`config.mk`:
```
export PLATFORM = sky130hd
export DESIGN_NAME = alu_operand_sequencer
export DESIGN_NICKNAME = d
export VERILOG_FILES = /design/src/rtl/cpu_ctrl_pkg.sv /design/src/rtl/alu_op_decoder.sv /design/src/rtl/alu_operand_sequencer.sv
export SDC_FILE = /design/constraint.sdc
export NUM_CORES = 1
export LEC_CHECK = 0
export CAP_MARGIN = 20
export CORE_MARGIN = 2
export CORE_UTILIZATION = 40
export CTS_CLUSTER_SIZE = 10
export DETAILED_ROUTE_END_ITERATION = 10
export PLACE_DENSITY = 0.75
export SLEW_MARGIN = 0
export SYNTH_ARGS = -nofsm -noshare
export SYNTH_HDL_FRONTEND = slang
export SYNTH_HIERARCHICAL = 1
export SYNTH_SLANG_ARGS = --single-unit
```
`constraint.sdc`:
```
create_clock -name clk -period 1.75 [get_ports clk]
set_input_delay 0.35 -clock clk [delete_from_list [all_inputs] [get_ports clk]]
set_output_delay 0.35 -clock clk [all_outputs]
set_load 0.02 [all_outputs]
```
`src/rtl/cpu_ctrl_pkg.sv`:
```
// Shared constants and state encoding for the Mini-CPU main controller.
// Opcodes, funct codes and ALU operation codes live here.
package cpu_ctrl_pkg;

  localparam logic [5:0] OP_R    = 6'h00;
  localparam logic [5:0] OP_J    = 6'h02;
  localparam logic [5:0] OP_BEQ  = 6'h04;
  localparam logic [5:0] OP_ADDI = 6'h08;
  localparam logic [5:0] OP_LW   = 6'h23;
  localparam logic [5:0] OP_SW   = 6'h2B;

  localparam logic [5:0] FN_ADD = 6'h20;
  localparam logic [5:0] FN_SUB = 6'h22;
  localparam logic [5:0] FN_AND = 6'h24;
  localparam logic [5:0] FN_OR  = 6'h25;
  localparam logic [5:0] FN_SLT = 6'h2A;

  localparam logic [3:0] ALU_AND = 4'b0000;
  localparam logic [3:0] ALU_OR  = 4'b0001;
  localparam logic [3:0] ALU_ADD = 4'b0010;
  localparam logic [3:0] ALU_SUB = 4'b0110;
  localparam logic [3:0] ALU_SLT = 4'b0111;

  typedef enum logic [3:0] {
    S_IDLE     = 4'd0,
    S_FETCH    = 4'd1,
    S_DECODE   = 4'd2,
    S_EXEC_R   = 4'd3,
    S_EXEC_I   = 4'd4,
    S_WB_ALU   = 4'd5,
    S_MEM_ADDR = 4'd6,
    S_MEM_RD   = 4'd7,
    S_WB_MEM   = 4'd8,
    S_MEM_WR   = 4'd9,
    S_BRANCH   = 4'd10,
    S_JUMP     = 4'd11,
    S_TRAP     = 4'd12
  } state_e;

endpackage

```
`src/rtl/alu_op_decoder.sv`:
```
// R-type funct to ALU operation decoder.
// Flags any funct outside the supported set as illegal.
module alu_op_decoder
  import cpu_ctrl_pkg::*;
(
  input  logic [5:0] funct,
  output logic [3:0] alu_op,
  output logic       illegal
);

  always_comb begin
    alu_op  = ALU_ADD;
    illegal = 1'b0;
    unique case (funct)
      FN_ADD:  alu_op = ALU_ADD;
      FN_SUB:  alu_op = ALU_SUB;
      FN_AND:  alu_op = ALU_AND;
      FN_OR:   alu_op = ALU_OR;
      FN_SLT:  alu_op = ALU_SLT;
      default: illegal = 1'b1;
    endcase
  end

endmodule

```
`src/rtl/alu_operand_sequencer.sv`:
```
// Multi-cycle main control FSM for the Mini-CPU datapath.
// Sequences fetch/decode/execute/memory/writeback and drives the strobes.
module alu_operand_sequencer
  import cpu_ctrl_pkg::*;
#(
  parameter int OPW  = 6,
  parameter int FNW  = 6,
  parameter int AOPW = 4
) (
  input  logic            clk,
  input  logic            reset,
  input  logic            run,
  input  logic [OPW-1:0]  opcode,
  input  logic [FNW-1:0]  funct,
  input  logic            zero,
  input  logic            mem_ready,
  output logic            alu_src_b,
  output logic [AOPW-1:0] alu_op,
  output logic            ir_write,
  output logic            pc_inc,
  output logic            pc_branch,
  output logic            pc_jump,
  output logic            mem_read,
  output logic            mem_write,
  output logic            reg_write,
  output logic            reg_dst,
  output logic            mem_to_reg,
  output logic            trap,
  output logic            busy
);

  state_e          state_q, state_d;
  logic [AOPW-1:0] alu_op_q, alu_op_d;
  logic            src_b_q, src_b_d;
  logic            rtype_q, rtype_d;

  logic [3:0] dec_op;
  logic       dec_illegal;

  alu_op_decoder u_dec (
    .funct   (funct),
    .alu_op  (dec_op),
    .illegal (dec_illegal)
  );

  always_comb begin
    state_d = state_q;
    rtype_d = rtype_q;
    unique case (state_q)
      S_IDLE:   if (run) state_d = S_FETCH;
      S_FETCH:  if (mem_ready) state_d = S_DECODE;
      S_DECODE: begin
        rtype_d = (opcode == OP_R);
        case (opcode)
          OP_R:         state_d = S_EXEC_R;
          OP_ADDI:      state_d = S_EXEC_I;
          OP_LW, OP_SW: state_d = S_MEM_ADDR;
          OP_BEQ:       state_d = S_BRANCH;
          OP_J:         state_d = S_JUMP;
          default:      state_d = S_TRAP;
        endcase
      end
      S_EXEC_R:   state_d = dec_illegal ? S_TRAP : S_WB_ALU;
      S_EXEC_I:   state_d = S_WB_ALU;
      S_MEM_ADDR: begin
        state_d = (opcode == OP_LW) ? S_MEM_RD : S_MEM_WR;
      end
      S_MEM_RD: if (mem_ready) state_d = S_WB_MEM;
      S_MEM_WR: begin
        if (mem_ready) state_d = run ? S_FETCH : S_IDLE;
      end
      S_WB_ALU, S_WB_MEM, S_BRANCH, S_JUMP: begin
        state_d = run ? S_FETCH : S_IDLE;
      end
      S_TRAP:  state_d = S_TRAP;
      default: state_d = S_IDLE;
    endcase
  end

  // Operand select and ALU op are registered against the state being
  // entered, so writeback and memory phases simply keep the last value.
  always_comb begin
    alu_op_d = alu_op_q;
    src_b_d  = src_b_q;
    unique case (state_d)
      S_EXEC_R: begin
        alu_op_d = dec_op;
        src_b_d  = 1'b0;
      end
      S_EXEC_I, S_MEM_ADDR: begin
        alu_op_d = ALU_ADD;
        src_b_d  = 1'b1;
      end
      S_BRANCH: begin
        alu_op_d = ALU_SUB;
        src_b_d  = 1'b0;
      end
      S_WB_ALU, S_MEM_RD, S_WB_MEM, S_MEM_WR: ;
      default: begin
        alu_op_d = '0;
        src_b_d  = 1'b0;
      end
    endcase
  end

  always_ff @(posedge clk) begin
    if (reset) begin
      state_q  <= S_IDLE;
      alu_op_q <= '0;
      src_b_q  <= 1'b0;
      rtype_q  <= 1'b0;
    end else begin
      state_q  <= state_d;
      alu_op_q <= alu_op_d;
      src_b_q  <= src_b_d;
      rtype_q  <= rtype_d;
    end
  end

  assign alu_src_b  = src_b_q;
  assign alu_op     = alu_op_q;
  assign ir_write   = (state_q == S_FETCH) & mem_ready;
  assign pc_inc     = (state_q == S_FETCH) & mem_ready;
  assign pc_branch  = (state_q == S_BRANCH) & zero;
  assign pc_jump    = (state_q == S_JUMP);
  assign mem_read   = (state_q == S_FETCH) | (state_q == S_MEM_RD);
  assign mem_write  = (state_q == S_MEM_WR);
  assign reg_write  = (state_q == S_WB_ALU) | (state_q == S_WB_MEM);
  assign reg_dst    = (state_q == S_WB_ALU) & rtype_q;
  assign mem_to_reg = (state_q == S_WB_MEM);
  assign trap       = (state_q == S_TRAP);
  assign busy       = (state_q != S_IDLE);

endmodule

```
# Word level (Yosys, flattened, before mapping)
# Cells that the tools add are included.
# word_totals
register_bits	10
output_inout_bits	16
mem_bits_ro	0
ram_bits	0
word_cells	59
latch_bits	0
mem_count	0
# classes
n_addsub	0
reduce_logical	8
muxes	12
eq_ne	30
shift	0
multipliers	0
bitwise_logic	5
n_lt_le_gt_ge	0
div_mod_pow	0
# op_table
operator	count
equality test 6 bit, second input constant	7
case mux 4 bit (10 select lines)	1
equality test 4 x 3 -> 1 bit, second input constant	8
equality test 4 bit, second input constant	8
two-way mux 4 bit	6
case mux 4 bit (5 select lines)	1
case mux 4 bit (4 select lines)	1
equality test 4 x 2 -> 1 bit, second input constant	3
case mux 3 bit (4 select lines)	1
OR reduction 4 bit	2
equality test 6 x 2 -> 1 bit, second input constant	1
equality test 6 x 3 -> 1 bit, second input constant	1
equality test 6 x 4 -> 1 bit, second input constant	1
zero test 6 bit	1
OR reduction 5 bit	1
equality test 4 x 1 -> 1 bit, second input constant	1
zero test 4 bit	1
nonzero test 4 bit	1
OR reduction 2 bit	2
bitwise AND 1 bit	3
OR 1 bit	2
case mux 1 bit (2 select lines)	1
two-way mux 1 bit	1

# Longest topological paths before layout
# logic_depth
ltp_word	7
mapped_depth	8
mapped_depth_nobuf	8

# Hierarchy
# Netlist, hierarchy kept.
# modules_own_cells
module	instances	cells_each	area_each_um2
alu_operand_sequencer	1	111	855.8
alu_op_decoder	1	12	95.1

# Least setup slack after synthesis
# Ideal clock, no wire load.
# synth_path
path_type	input-to-reg
start	in funct[4]
end	reg src_b_q, in the netlist alu_src_b
t_arrival_ps	1832
cell_stages	8
path_slack_ps	-151
t_required_ps	1681
path_cell_list	and2b_2 nand3_1 mux2_2 nand3_1 o211ai_1 or2_4 or4b_1 o21ai_1
# synth_via
elab_chain_len	7
word_cells_on_any_way	17
# synth_rtl
item	line_no	text
from (decl)	alu_operand_sequencer.sv:14	input logic [FNW-1:0] funct,
equality test 6 bit	alu_op_decoder.sv:14	unique case (funct)
OR reduction 5 bit (no source line) *	n/a	
two-way mux 4 bit *	alu_operand_sequencer.sv:63	S_EXEC_R: state_d = dec_illegal ? S_TRAP : S_WB_ALU;
case mux 4 bit (10 select lines) *	alu_operand_sequencer.sv:49	unique case (state_q)
equality test 4 x 3 -> 1 bit / equality test 4 bit (equally long branches)	alu_operand_sequencer.sv:85	unique case (state_d)
OR reduction 4 bit / OR reduction 2 bit (equally long branches)	alu_operand_sequencer.sv:85	
case mux 1 bit (2 select lines)	alu_operand_sequencer.sv:85	
to (signal assigned)	alu_operand_sequencer.sv:115	src_b_q <= src_b_d;
to (decl)	alu_operand_sequencer.sv:34	logic src_b_q, src_b_d;
# Mark *: on every way between the ends. The rest lies on a longest branch, timed or not.
# A chain may end at the register's enable or synchronous reset.

# Final worst setup path
# layout_path
start	reg state_q[1]
end	reg alu_op_q[2], in the netlist alu_op[2]
# layout_via
elab_chain_len	6
word_cells_on_any_way	30
# layout_rtl
item	line_no	text
from (decl)	alu_operand_sequencer.sv:32	state_e state_q, state_d;
from (signal assigned)	alu_operand_sequencer.sv:113	state_q <= state_d;
equality test 4 bit / equality test 4 x 3 -> 1 bit (equally long branches)	alu_operand_sequencer.sv:49	
OR reduction 4 bit	alu_operand_sequencer.sv:49	
case mux 4 bit (10 select lines) *	alu_operand_sequencer.sv:49	
equality test 4 x 3 -> 1 bit / equality test 4 bit (equally long branches)	alu_operand_sequencer.sv:85	
OR reduction 4 bit / OR reduction 2 bit (equally long branches)	alu_operand_sequencer.sv:85	
case mux 4 bit (4 select lines)	alu_operand_sequencer.sv:85	
to (signal assigned)	alu_operand_sequencer.sv:114	alu_op_q <= alu_op_d;
to (decl)	alu_operand_sequencer.sv:33	logic [AOPW-1:0] alu_op_q, alu_op_d;
# Mark *: on every way between the ends. The rest lies on a longest branch, timed or not. The select of a mux whose other input is x is not followed.

==> flow_summary.toml <==
[run_status]
status = "finished with violations"
violations = "negative setup slack"

[floorplanning]
die_w_um = 52.76
die_height_um = 52.76
ios = 33
rows = 17
core_area_um2 = 2233
die_area_um2 = 2783
initial_core_util_pct = 42.58

[critical_path]
crit_required_ns = 1.96
arrival_ns = 2.32
startpoint_type = "flop"
reg2reg_depth = 8
critPathKind = "reg2reg"
path_max_fanout = 4
cp-end-kind = "flop"

[clock_tree]
holdBufCountCts = 0
cts_htree_levels = 1
clock-sinks = 10
clk_pin_slew_ns = 0.07
insertion_delay_ns = 0.28
cts_buffers = 3
cts_tree = "built"
cts-root-buf = "clkbuf_4"
clockBufferDepth = 2

[logic_synthesis]
synthCells = 123
synth-seq-area-share_pct = 21.05
netlist_area_um2 = 950.9
ys_types = 50
synth_edf_count = 0
synth_ff_type = "dfxtp_1"
synth_top_area_share_pct = 21.05
synth_area_leaders = "dfxtp_1, nor2b_1, nor2_1"
postSynthAreaPerCell_um2 = 7.731
async_flop_share_pct = 0
ys_seq_elements = 10
synth_area_leader_cell = "dfxtp_1"
yosys_warnings = 6
synth_nets = 140

[drt]
dr.pass1.iters = 4
final_antenna_net_count = 0
drt-total-wl_um = 4816
met1_length_um = 1812
drc_errors = 0
highest_layer = "met4"
via_count = 1367
via_per_inst = 5.996
wl_met2_um = 2481
dr_wl_met3_um = 292
drtIter0Drc = 29
wl_per_cell_um = 21.12

[timing]
rsz0062_at_grt = "true"
slew_violations = 0
min_period_ns = 2.113
post-route-period-util_pct = 120.8
finClkSkew_ns = 0.006332
setup_ws_ns = -0.3633
fin_setup_tns_ns = -1.113
hold_viol = 0
fmax_mhz = 473.2
setup_viol = 5

[place]
hpwl_um = 2355
placed_area_um2 = 1530
io_buffer_count = 32
dp_cells = 209
gp_congestion = 0.9168

[global_route]
grt_first_pass_wirelength_um = 6203
grt_pass1_vias = 1386
overflow = 0
antenna_found_initial = 0
grt.total_usage_pct = 30.91
grt_max_degree = 9

[hold_path]
hold_depth = 4
hp-class = "in2reg"

[cells_and_area]
final_cells = 228
fin_nets = 218
final_cell_area_um2 = 1884
layout-drive-gt1-share_pct = 60.00
antenna_cells = 0
syn_to_final_growth_pct = 98.16

[power]
p_leak_nw = 0.8066
powerDensity_nw_per_um2 = 494.9
ir_drop_mv = 0.5327

[flow_run]
maxCapViolCount = 0
-- repair_timing --
item | in CTS | in global routing
gates resized for setup | 99 | 50
pin swaps | 21 | 12
setup endpoints to repair | 19 | 16
buffers inserted | 12 | 3
endpoints found under the hold margin | 0 | 0
-- metrics by stage --
step	util, %	hold slack [ns]	worst slack, ns	total power [W]
after floorplan	-	0.5195	-0.1477	0.0004143
after global placement	68.52	0.4642	-0.7370	0.0005712
after detailed placement	68.52	0.4636	-0.7983	0.0005806
after CTS	76.86	0.4697	-0.2231	0.0008316
after global routing	84.37	0.4949	-0.3972	0.0009656
final	84.37	0.4900	-0.3633	0.0009325
-- critical path, cell delays in order, from the launching register on --
cell and delay (ns):
dfxtp_4 0.39, nor2b_4 0.17, nand2_2 0.10, buf_4 0.15
o211ai_1 0.34, buf_4 0.18, nor2_2 0.05, or4b_4 0.54
a2bb2oi_2 0.12
-- worst paths after layout --
| kind | slack, ns | to | start |
|---|---|---|---|
| worst min-delay path | 0.49 | rtype_q | opcode[0] |
| worst max-delay path | -0.36 | alu_op[2] | state_q[1] |
| worst min register to register | 0.49 | alu_op[0] | alu_op[0] |
| worst max register to register | -0.36 | alu_op[2] | state_q[1] |
-- cell usage after synthesis, types with 2 or more instances --
cell and instances:
nand2_1 6, a211o_1 2, or3_1 2, nand2b_1 6, inv_1 3, dfxtp_1 10, a2bb2oi_1 2, and3_1 3
o21ai_0 4, or4b_1 2, and2_1 4, o2bb2ai_1 3, buf_2 3, o21a_1 3, nor2b_1 9, and4bb_1 2
a21oi_1 2, nor3_1 4, nor2_1 14, buf_4 3, nand3_1 5, nor3b_1 3
-- power breakdown --
part / switching, W / leakage [nW] / internal [W]
sequential: 0.0000213 / 0.0841 / 0.000237
combinational: 0.000226 / 0.702 / 0.000231
clock: 0.0000900 / 0.0210 / 0.000127
-- area by class of cell --
class / count / area, µm²
clock buffers: 4 / 36.28
fillers: 132 / 349.1
inverters: 3 / 11.26
multi-input cells: 103 / 963.4
flip-flops and latches: 10 / 215.2
well taps: 28 / 35.03
repair buffers: 80 / 623.1
-- metal layers --
layer	GRT usage, %	vias up
met5	0	-
met4	25.21	0
met3	4.571	20
met2	56.88	72
met1	29.85	666
li1	-	609
-- cells by family after synthesis --
family | share of synthesized area [%]
AOI/OAI and AO/OA | 25.00
xor gates and xnor gates | 0.9212
buffers and inverters | 5.525
DFF | 21.05
muxes | 2.237
other | 0.3944
and+or+nand+nor | 44.87
-- flip-flops by register name, indices dropped and copies added (netlist names) --
register / cells
alu_op: 4
state_q: 4
alu_src_b: 1
rtype_q: 1
-- placed cells by master (no fill, tap or decap), types with 3 or more instances in the layout --
cell,count
buf_4,43
buf_2,12
nor2_1,11
buf_6,8
clkdlybuf4s50_1,7
dfxtp_1,6
nand2b_1,5
nand2_1,4
nor2b_2,4
clkbuf_2,4
dfxtp_4,4
nor3_1,3
and2_1,3
and3_1,3
nor2_2,3
o21a_1,3
nor3b_1,3
inv_1,3
nor2b_1,3
clkbuf_4,3
clkdlybuf4s15_1,3
No activity file was read; power rests on OpenSTA's default activity.
